$ cat src/rtl/ab_input_debouncer.sv
// ---------------------------------------------------------------------------
// ab_input_debouncer
//   Two-channel input conditioner for the 2-input AND stage. Each raw,
//   asynchronous, bouncy switch level is synchronised to clk and filtered.
//   The filtered level only changes after the synchronised input has held
//   its new value for DEB_CYCLES consecutive cycles. One-cycle rise/fall
//   pulses are produced on the edge where a filtered level changes.
//
// Parameters
//   DEB_CYCLES : cycles a new level must persist (1 .. 2**CNT_W-1)
//   CNT_W      : width of each channel's stability counter
//
// Ports
//   clk    : system clock, rising-edge active
//   rst_n  : asynchronous active-low reset
//   SW_A   : raw level, channel A
//   SW_B   : raw level, channel B
//   A, B   : debounced levels, feed the AND stage inputs
//   A_rise : one-cycle pulse when A goes 0->1
//   A_fall : one-cycle pulse when A goes 1->0
//   B_rise : one-cycle pulse when B goes 0->1
//   B_fall : one-cycle pulse when B goes 1->0
//
//   No combinational path exists from SW_* to any output.
// ---------------------------------------------------------------------------
module ab_input_debouncer #(
  parameter int DEB_CYCLES = 4,
  parameter int CNT_W      = 18
) (
  input  logic clk,
  input  logic rst_n,
  input  logic SW_A,
  input  logic SW_B,
  output logic A,
  output logic B,
  output logic A_rise,
  output logic A_fall,
  output logic B_rise,
  output logic B_fall
);

  // The two channels are identical and share nothing but clock and reset.
  ab_debounce_channel #(
    .DEB_CYCLES (DEB_CYCLES),
    .CNT_W      (CNT_W)
  ) u_chan_a (
    .clk   (clk),
    .rst_n (rst_n),
    .sw    (SW_A),
    .level (A),
    .rise  (A_rise),
    .fall  (A_fall)
  );

  ab_debounce_channel #(
    .DEB_CYCLES (DEB_CYCLES),
    .CNT_W      (CNT_W)
  ) u_chan_b (
    .clk   (clk),
    .rst_n (rst_n),
    .sw    (SW_B),
    .level (B),
    .rise  (B_rise),
    .fall  (B_fall)
  );

endmodule

// ---------------------------------------------------------------------------
// ab_debounce_channel
//   One channel: 2-flop synchroniser followed by a STABLE/PENDING filter.
//
// Ports
//   clk, rst_n : clock and asynchronous active-low reset
//   sw         : raw asynchronous level
//   level      : registered debounced level
//   rise, fall : registered one-cycle change pulses
// ---------------------------------------------------------------------------
module ab_debounce_channel #(
  parameter int DEB_CYCLES = 4,
  parameter int CNT_W      = 18
) (
  input  logic clk,
  input  logic rst_n,
  input  logic sw,
  output logic level,
  output logic rise,
  output logic fall
);

  typedef enum logic {
    STABLE  = 1'b0,
    PENDING = 1'b1
  } state_t;

  // Count value on which a mismatch has persisted long enough to flip.
  localparam logic [CNT_W-1:0] LAST = CNT_W'(DEB_CYCLES - 1);

  logic             s1;
  logic             s2;
  state_t           state;
  state_t           next_state;
  logic [CNT_W-1:0] cnt;
  logic [CNT_W-1:0] next_cnt;
  logic             next_level;
  logic             next_rise;
  logic             next_fall;
  logic             mismatch;

  // Two-flop synchroniser; only s2 is safe to use downstream.
  always_ff @(posedge clk or negedge rst_n) begin
    if (!rst_n) begin
      s1 <= 1'b0;
      s2 <= 1'b0;
    end else begin
      s1 <= sw;
      s2 <= s1;
    end
  end

  // Filter state and all outputs are registered together so the pulse
  // appears on exactly the edge where the level changes.
  always_ff @(posedge clk or negedge rst_n) begin
    if (!rst_n) begin
      state <= STABLE;
      cnt   <= '0;
      level <= 1'b0;
      rise  <= 1'b0;
      fall  <= 1'b0;
    end else begin
      state <= next_state;
      cnt   <= next_cnt;
      level <= next_level;
      rise  <= next_rise;
      fall  <= next_fall;
    end
  end

  // Next-state logic. Any return of s2 to the current level discards the
  // count, so a bounce during PENDING restarts the qualification window.
  // When DEB_CYCLES is 1 the very first mismatch already flips the level.
  always_comb begin
    next_state = state;
    next_cnt   = cnt;
    next_level = level;
    next_rise  = 1'b0;
    next_fall  = 1'b0;
    mismatch   = (s2 != level);

    case (state)
      STABLE: begin
        next_cnt = '0;
        if (mismatch) begin
          if (LAST == '0) begin
            next_level = s2;
            next_rise  = s2;
            next_fall  = ~s2;
          end else begin
            next_cnt   = CNT_W'(1);
            next_state = PENDING;
          end
        end
      end
      PENDING: begin
        if (!mismatch) begin
          next_cnt   = '0;
          next_state = STABLE;
        end else if (cnt == LAST) begin
          next_level = s2;
          next_rise  = s2;
          next_fall  = ~s2;
          next_cnt   = '0;
          next_state = STABLE;
        end else begin
          next_cnt = cnt + CNT_W'(1);
        end
      end
      default: begin
        next_cnt   = '0;
        next_state = STABLE;
      end
    endcase
  end

endmodule

$ cat config.mk
export PLATFORM = sky130hd
export DESIGN_NAME = ab_input_debouncer
export DESIGN_NICKNAME = d
export VERILOG_FILES = /design/src/rtl/ab_input_debouncer.sv
export SDC_FILE = /design/constraint.sdc
export NUM_CORES = 1
export LEC_CHECK = 0
export ABC_AREA = 1
export ABC_CLOCK_PERIOD_IN_PS = 3860
export CAP_MARGIN = 10
export CORE_ASPECT_RATIO = 0.75
export CORE_MARGIN = 5
export CORE_UTILIZATION = 44
export DETAILED_ROUTE_END_ITERATION = 12
export PLACE_DENSITY = 0.58
export SLEW_MARGIN = 30
export SYNTH_ARGS = -nofsm -noshare
export SYNTH_HDL_FRONTEND = slang
export SYNTH_HIERARCHICAL = 1
export SYNTH_SLANG_ARGS = --single-unit
$ cat constraint.sdc
create_clock -name clk -period 3.86 [get_ports clk]
set_input_delay 0.772 -clock clk [delete_from_list [all_inputs] [get_ports clk]]
set_output_delay 0.772 -clock clk [all_outputs]
set_load 0.01 [all_outputs]
==> qor.yml, run 1 <==
setup_path:
  r2r-start: "u_chan_b/cnt[0]"
  critPathBufInv: 1
  crit_family: "buffers and inverters"
  slowest_delay_ps: 550
  crit_type: "flip-flop to output pin"
  ff2ff_path_depth: 7
  crit_path_end_kind: "output pin"
  r2r-end: "u_chan_b/cnt[14]"
  timing.critical_path.depth: 1
  slowest_stage: "clkdlybuf4s50_1"
  start_kind: "flip-flop"
  cp_cell_sequence: "clkdlybuf4s50_1"
  critPathArrivalTime_ps: 1220
  cp_max_fo: 3
  required_ps: 3090
  rrSetupSlack_ps: 2370
sta:
  setup_slack_ps: 1864
  period_share_pct: 51.72
  clock_skew_ps: 7.498
  timing.fmax_ghz: 0.5009
  drv_slew: 0
  hold_viol: 0
  rsz0062_at_grt: "no"
  slew_headroom_pct: 60.20
  setup_viol: 0
  worst_pin_slew_ps: 597.0
  setup-tns-final_ps: 0
  post-route-min-period_ps: 1996
finish:
  diodes: 0
  largestRegisters: "u_chan_a/cnt x18, u_chan_b/cnt x18"
  final_core_util_pct: 49.57
  drive_above_1_share_pct: 21.15
  area_growth_syn_to_layout_pct: 8.512
  n_fill_cell: 585
  fin_area_mm2: 0.002903
  layout.nets: 337
worst_hold_path:
  hp-class: "flip-flop to flip-flop"
  hold_start: "u_chan_b/s1"
  worstHoldEndpoint: "u_chan_b/s2"
  holdPathStages: 0
detailed_routing:
  antenna_left: 0
  viasPerCell: 4.677
  wl_um: 4913
  drc_errors: 0
  wire_per_inst_um: 12.01
  dr.pass1.iters: 4
  first_iter_violations: 66
  vias: 1913
clock_tree:
  post_cts_resized: 0
  ctsLongestPathBuffers: 2
  cts_tree: "built"
  post_cts_buffers: 0
  cts_made_buffers: 5
  clock_latency_ps: 300
  cts_root_buf: "clkbuf_8"
  path_clk_slew_ps: 90
  postCtsHoldBufs: 0
  cts.htree.levels: 2
  cts_sinks: 48
synth:
  synth_flop_cell: "dfrtp_1"
  avgSynthCellArea_um2: 8.465
  synthArstFlopShare_pct: 100.0
  synth.distinct_cells: 21
  synth_most_common_cell: "nand2_1"
  yosysTopAreaCellShare_pct: 44.90
  synth-edff-count: 0
  netlist_area_mm2: 0.002675
  ys_seq_area_share_pct: 44.90
  synth_seq_cells: 48
  ys_top_cells_by_count: "54 x nand2_1, 48 x dfrtp_1, 44 x nor2_1"
  syn_inst: 316
  synth_fp_nets: 322
  post_synth_main_area_contributors: "dfrtp_1 45%, nand2_1 7.6%, nor2_1 6.2%"
  yosysWarnings: 6
  yosys.area.top_type: "dfrtp_1"
power:
  powerDensity_mw_per_mm2: 417.0
  vdd_ir_drop_max_mv: 0.2378
  p_leak_nw: 1.326
  power_mw: 1.210
floorplanning:
  start_util_pct: 45.68
  die_h_um: 77.53
  die_x_um: 100.0
  io_pins: 10
  row_count: 24
  fp.dieArea_mm2: 0.007755
  core_region_area_mm2: 0.005856
global_routing:
  grt_usage_pct: 13.84
  antenna_found_initial: 0
  grt_max_degree: 49
  grt_pass1_vias: 1794
  grt_overflow_total: 0
  grt_pass1_wl_um: 8631
place:
  dp_slack_ps: 2179
  routabilityCongestion: 0.7719
  io_buffers: 9
  dp_hpwl_um: 3551
  place_area_mm2: 0.002825
run:
  drv_cap: 0
status:
  status: "completed"
-- stage by stage --
step | std cells | hold WS [ps]
2_1_floorplan | 316 | 331.2
3_3_place_gp | 402 | 351.3
3_5_place_dp | 402 | 341.8
4_1_cts | 409 | 381.5
5_1_grt | 409 | 390.2
6_report | 409 | 369.9
-- area by class of cell --
cell class	instances	area, µm²	area share, %
Clock inverter	1	5.005	0.1724
Sequential cell	48	1201	41.38
Multi-Input combinational cell	224	1276	43.97
Tap cell	78	97.59	3.362
Inverter	42	157.7	5.431
Clock buffer	6	72.57	2.500
Timing Repair Buffer	10	92.59	3.190
-- worst max-delay path by stage --
stage / from / end / slack [ps]
global placement: u_chan_a/level / A / 2210
detailed placement: u_chan_a/level / A / 2180
global route: u_chan_b/level / B / 1810
finish: u_chan_a/level / A / 1860
CTS: u_chan_a/level / A / 1840
floorplan: u_chan_a/cnt[0] / u_chan_a/cnt[10] / 2580
-- metal layers --
metal	vias to the layer above	wire [µm]	GRT usage, %
li1	1001	-	-
met3	5	267	3.495
met1	873	2724	22.02
met4	0	42	3.634
met2	34	1878	18.38
met5	-	0	0
-- where the power goes --
group | switching [mW] | internal, mW | total (mW) | leakage [nW]
logic | 0.236 | 0.111 | 0.347 | 0.635
clock network | 0.164 | 0.124 | 0.288 | 0.0410
registers | 0.0286 | 0.547 | 0.576 | 0.650
-- cells by family after synthesis --
kind of cell,count (synthesis),share of synthesized area [%]
buf+inv,44,7.390
flops,48,44.90
simple gates,190,37.42
fa+ha+maj,2,0.9353
compound gates,14,3.461
xor+xnor,18,5.893
-- cell usage in the layout (no fill, tap or decap) --
cell type        synthesis  final
a21oi_1                  8      8
a21oi_4                  2      2
buf_2                    0      1
buf_4                    0      1
clkbuf_1                 0      1
clkbuf_8                 0      5
clkdlybuf4s50_1          0      8
clkinv_2                 0      1
dfrtp_1                 48     48
ha_1                     2      2
inv_1                   38     38
inv_2                    4      4
nand2_1                 54     54
nand2_2                 16     16
nand2_4                  2      2
nand3_1                 22     22
nand3_2                  6      6
nand3b_1                 2      2
nand4_1                  4      4
nor2_1                  44     44
nor2_2                  20     20
nor2_4                  12     12
nor3_1                   8      8
o21ai_0                  4      4
xnor2_1                 10     10
xor2_1                   8      8
-- worst reg2reg max path, cell delays in order, from the launching register on --
cell	delay, ps
dfrtp_1	380
ha_1	260
nand2_1	110
nor3_1	360
nand2_1	100
nand2_1	60
nand2_1	50
nor2_1	100
Note: power is estimated with default switching activity, not from simulation.
==> inputs of run 2 (changes only) <==
Settings changed: ABC_CLOCK_PERIOD_IN_PS 3860 to 1600, PLACE_DENSITY 0.58 to 0.6.
Clock period 3.86 ns to 1.6 ns, I/O delays scaled along.
==> qor.yml, run 2 (synthesis gave the netlist of run 1 again) <==
status:
  status: "completed"
sta:
  timing.fmax_ghz: 0.6601
  period_share_pct: 94.68
  setup-tns-final_ps: 0  # unchanged
  post-route-min-period_ps: 1515
  clock_skew_ps: 6.086  # -1.412 ps
  hold_viol: 0  # unchanged
  setup_viol: 0  # unchanged
  worst_pin_slew_ps: 348.4  # -248.6 ps
  slew_headroom_pct: 76.59  # +16 points
  rsz0062_at_grt: "no"
  drv_slew: 0  # unchanged
finish:
  largestRegisters: "u_chan_a/cnt x18, u_chan_b/cnt x18"
  layout.cells.non_filler: 412  # +0.73%
  diodes: 0  # unchanged
  final_core_util_pct: 50.38  # +0.81 points
  fin_area_mm2: 0.002950  # +1.6%
  area_growth_syn_to_layout_pct: 10.29
  most-common-layout-cells: "54 x nand2_1, 48 x dfrtp_1, 44 x nor2_1"
  layout_commonest_cell: "nand2_1"
  drive_above_1_share_pct: 22.16  # +1.0 points
  layout.nets: 340  # +0.89%
floorplanning:
  die_h_um: 77.53  # unchanged
  fp.dieArea_mm2: 0.007755  # unchanged
  die_x_um: 100.0  # unchanged
  row_count: 24  # unchanged
  start_util_pct: 45.68  # unchanged
  io_pins: 10  # unchanged
  core_region_area_mm2: 0.005856  # unchanged
place:
  dp_hpwl_um: 3499  # -1.5%
  routabilityCongestion: 0.8222  # +6.5%
  place_inst: 404  # +0.50%
  place_area_mm2: 0.002853  # +0.97%
  io_buffers: 9  # unchanged
power:
  power_mw: 2.897  # +140%
  p_leak_nw: 1.357  # +2.3%
  vdd_ir_drop_max_mv: 0.5890  # +150%
  powerDensity_mw_per_mm2: 981.9  # +140%
global_routing:
  grt_pass1_wl_um: 8645  # +0.16%
  antenna_found_initial: 0  # unchanged
  grt_usage_pct: 13.83  # about the same
  grt_max_degree: 49  # unchanged
  grt_overflow_total: 0  # unchanged
  grt_pass1_vias: 1785  # -0.50%
detailed_routing:
  dr.pass1.iters: 4  # unchanged
  first_iter_violations: 109  # +65%
  vias: 1900  # -0.68%
  viasPerCell: 4.612  # -1.4%
  drc_errors: 0  # unchanged
  antenna_left: 0  # unchanged
  wire_per_inst_um: 11.78  # -1.9%
  wl_um: 4854  # -1.2%
setup_path:
  cp_max_fo: 3  # unchanged
  ff2ff_path_depth: 6  # -1
  critPathArrivalTime_ps: 1190  # -30 ps
  crit_path_end_kind: "output pin"
  slowest_stage: "clkdlybuf4s50_1"
  crit_family: "buffers and inverters"
  critPathBufInv: 1  # unchanged
  slowest_delay_ps: 540  # about the same
  crit_type: "flip-flop to output pin"
  start_kind: "flip-flop"
  required_ps: 1280  # -1810 ps
  timing.critical_path.depth: 1  # unchanged
  cp_cell_sequence: "clkdlybuf4s50_1"
worst_hold_path:
  holdPathStages: 0  # unchanged
  hp-class: "flip-flop to flip-flop"
clock_tree:
  cts.htree.levels: 2  # unchanged
  path_clk_slew_ps: 80  # about the same
  ctsLongestPathBuffers: 2  # unchanged
  clock_latency_ps: 290  # about the same
  cts_tree: "built"
  post_cts_buffers: 0  # unchanged
  cts_sinks: 48  # unchanged
  cts_root_buf: "clkbuf_8"
  cts_made_buffers: 5  # unchanged
run:
  drv_cap: 0  # unchanged
run 2: through the flow:
stage / worst slack (ps) / hold slack (ps)
floorplan: 324.6 / 24.41
global placement: 171.1 / 325.8
detailed placement: 120.3 / 328.1
CTS: 27.49 / 363.2
global route: 0.8401 / 379.9
finish: 85.18 / 358.3
run 2: layer usage:
layer	up-vias	GRT usage [%]	share of wire [%]
met3	2	3.226	4.1
met1	850	21.98	57
li1	1012	-	-
met4	0	3.230	0.54
met2	36	18.77	39
met5	-	0	0
run 2: path summary, 6_finish.rpt:
kind | endpoint | slack, ps | from
max in group asynchronous | u_chan_b/cnt[16] | 850 | rst_n
min in group asynchronous | u_chan_b/cnt[3] | 530 | rst_n
max reg2reg | u_chan_a/cnt[0] | 150 | u_chan_a/cnt[0]
max | A | 90 | u_chan_a/level
min | u_chan_b/s2 | 360 | u_chan_b/s1
min reg2reg | u_chan_b/s2 | 360 | u_chan_b/s1
run 2: final cells by class:
cell class,instances,area [µm²]
Tap cell,78,97.59
Timing Repair Buffer,13,132.6
Sequential cell,48,1201
Multi-Input combinational cell,224,1284
Inverter,42,157.7
Clock buffer,6,72.57
Fill cell,594,2905
Clock inverter,1,5.005
run 2: timing repair:
item | CTS | global route
setup endpoints to repair | 0 | 5
hold buffers | 1 | 0
resized for setup | 0 | 3
endpoints found under the hold margin | 8 | 0
run 2: power breakdown:
group / leakage (nW) / internal [mW] / switching (mW)
Clock: 0.0410 / 0.298 / 0.378
Combinational: 0.666 / 0.270 / 0.563
Sequential: 0.650 / 1.32 / 0.0682
Total: 1.36 / 1.89 / 1.01
==> inputs of run 3 (changes only) <==
Settings changed: CORE_ASPECT_RATIO 0.75 to 1.5.
==> qor.yml, run 3 (synthesis gave the netlist of run 1 again) <==
status:
  status: "completed"
global_routing:
  grt_max_degree: 32  # -35%
  grt_usage_pct: 14.74  # +0.90 points
  grt_overflow_total: 0  # unchanged
  antenna_found_initial: 0  # unchanged
  grt_pass1_wl_um: 9045  # +4.6%
  grt_pass1_vias: 2015  # +13%
clock_tree:
  cts_root_buf: "clkbuf_8"
  cts_tree: "built"
  ctsLongestPathBuffers: 2  # unchanged
  clock_latency_ps: 300  # about the same
  cts_made_buffers: 5  # unchanged
  cts.htree.levels: 2  # unchanged
  cts_sinks: 48  # unchanged
  path_clk_slew_ps: 90  # about the same
power:
  internal-power_mw: 2.112  # +12%
  combPwrFrac_pct: 26.5  # -2.3 points
  power_mw: 3.155  # +8.9%
  seqPwrFrac_pct: 43.8  # -4.1 points
  p_leak_nw: 1.382  # +1.9%
  clkPwrFrac_pct: 29.7  # +6.4 points
  switchingPower_mw: 1.043  # +3.4%
  powerDensity_mw_per_mm2: 1052  # +7.1%
  vdd_ir_drop_max_mv: 0.5943  # +0.89%
  swShare_pct: 33.06  # -1.8 points
floorplanning:
  io_pins: 10  # unchanged
  start_util_pct: 45.57  # -0.12 points
  fp.dieArea_mm2: 0.007771  # +0.21%
  row_count: 34  # +42%
  die_h_um: 105.5  # +36%
  core_region_area_mm2: 0.005871  # +0.26%
  die_x_um: 73.67  # -26%
sta:
  slew_headroom_pct: 68.43  # -8.2 points
  worst_pin_slew_ps: 473.6  # +125.1 ps
  post-route-min-period_ps: 1532  # +17.15 ps
  setup_viol: 0  # unchanged
  timing.fmax_ghz: 0.6528  # -1.1%
  period_share_pct: 95.75  # +1.1 points
  rsz0062_at_grt: "no"
  drv_slew: 0  # unchanged
  clock_skew_ps: 5.762  # -0.3233 ps
  hold_viol: 0  # unchanged
  setup-tns-final_ps: 0  # unchanged
setup_path:
  timing.critical_path.depth: 1  # unchanged
  cp_max_fo: 3  # unchanged
  cp_cell_sequence: "clkdlybuf4s50_1"
  required_ps: 1280  # about the same
  critPathBufInv: 1  # unchanged
  slowest_delay_ps: 540  # about the same
  worstSetupEndpoint: "A"
  start_kind: "flip-flop"
  crit_path_end_kind: "output pin"
  rrSetupSlack_ps: 180  # +30 ps
  crit_family: "buffers and inverters"
  crit_type: "flip-flop to output pin"
  r2r-end: "u_chan_b/cnt[0]"
  critPathArrivalTime_ps: 1210  # +20 ps
  startpoint: "u_chan_a/level"
  r2r-start: "u_chan_b/cnt[0]"
  ff2ff_path_depth: 6  # unchanged
  slowest_stage: "clkdlybuf4s50_1"
run:
  drv_cap: 0  # unchanged
finish:
  multiInputGateArea_mm2: 0.001276  # -0.59%
  most-common-layout-cells: "54 x nand2_1, 48 x dfrtp_1, 44 x nor2_1"
  seq_area_mm2: 0.001201  # unchanged
  drive_above_1_share_pct: 22.78  # +0.63 points
  area_growth_syn_to_layout_pct: 12.11
  n_fill_cell: 574  # -3.4%
  largestRegisters: "u_chan_a/cnt x18, u_chan_b/cnt x18"
  layout.nets: 343  # +0.88%
  layout_commonest_cell: "nand2_1"
  diodes: 0  # unchanged
detailed_routing:
  antenna_left: 0  # unchanged
  dr.pass1.iters: 4  # unchanged
  highest_layer: "met4"
  wl_um: 5005  # +3.1%
  route.met2.wl_um: 2881  # +53%
  drc_errors: 0  # unchanged
  wl_met1_um: 1953  # -29%
  vias: 1972  # +3.8%
  first_iter_violations: 89  # -18%
  viasPerCell: 4.810  # +4.3%
  wl_met3_um: 87  # -57%
  wire_per_inst_um: 12.21  # +3.6%
place:
  routabilityCongestion: 0.7782  # -5.4%
  dp_hpwl_um: 3810  # +8.9%
  io_buffers: 9  # unchanged
worst_hold_path:
  hp-class: "flip-flop to flip-flop"
[run 3: worst min path at each step]
stage	slack, ps	startpoint	depth (start not counted)	end
2_1_floorplan	20	rst_n	0	u_chan_a/cnt[0]
3_3_place_gp	310	rst_n	1	u_chan_b/cnt[16]
3_5_place_dp	310	rst_n	1	u_chan_b/cnt[16]
4_1_cts	360	u_chan_b/s1	0	u_chan_b/s2
5_1_grt	380	u_chan_b/s1	0	u_chan_b/s2
6_report	350	u_chan_b/s1	0	u_chan_b/s2
[run 3: repair_timing]
item                                    in CTS  in global routing
endpoints found under the hold margin       17                  0
endpoints found under the setup margin       0                  1
buffers inserted                             0                  1
resized for setup                            0                  0
hold buffers                                 1                  0
[run 3: final cells by class]
class	instances	share of cell area, %
multi-input combinational	224	42.55
sequential	48	40.05
inverter	42	5.257
timing repair buffer	16	5.090
tap	72	3.004
clock buffer	6	2.753
clock inverter	2	1.293
[run 3: per-layer routing]
metal  global-route usage [%]  up-vias
met3                    2.571        6
met5                        0        -
li1                         -     1018
met2                    28.30       11
met4                    5.052        0
met1                    15.34      937
[run 3: stage by stage]
step	util [%]	hold slack, ps	std cells	setup slack, ps	area, µm²
global placement	48.72	307.3	400	183.0	2860
floorplan	-	24.41	316	324.6	2675
CTS	50.96	358.2	409	21.45	2992
detailed placement	48.72	305.2	400	164.5	2860
finish	51.09	354.3	410	68.03	2999
global route	51.09	384.5	410	8.532	2999
[run 3: power by group through the flow]
stage	sequential, mW	combinational [mW]	clock [mW]
2_1_floorplan	1.41	0.727	0
3_3_place_gp	1.41	0.828	0
3_5_place_dp	1.41	0.837	0
4_1_cts	1.39	0.840	0.965
5_1_grt	1.40	0.951	1.02
6_report	1.38	0.838	0.936
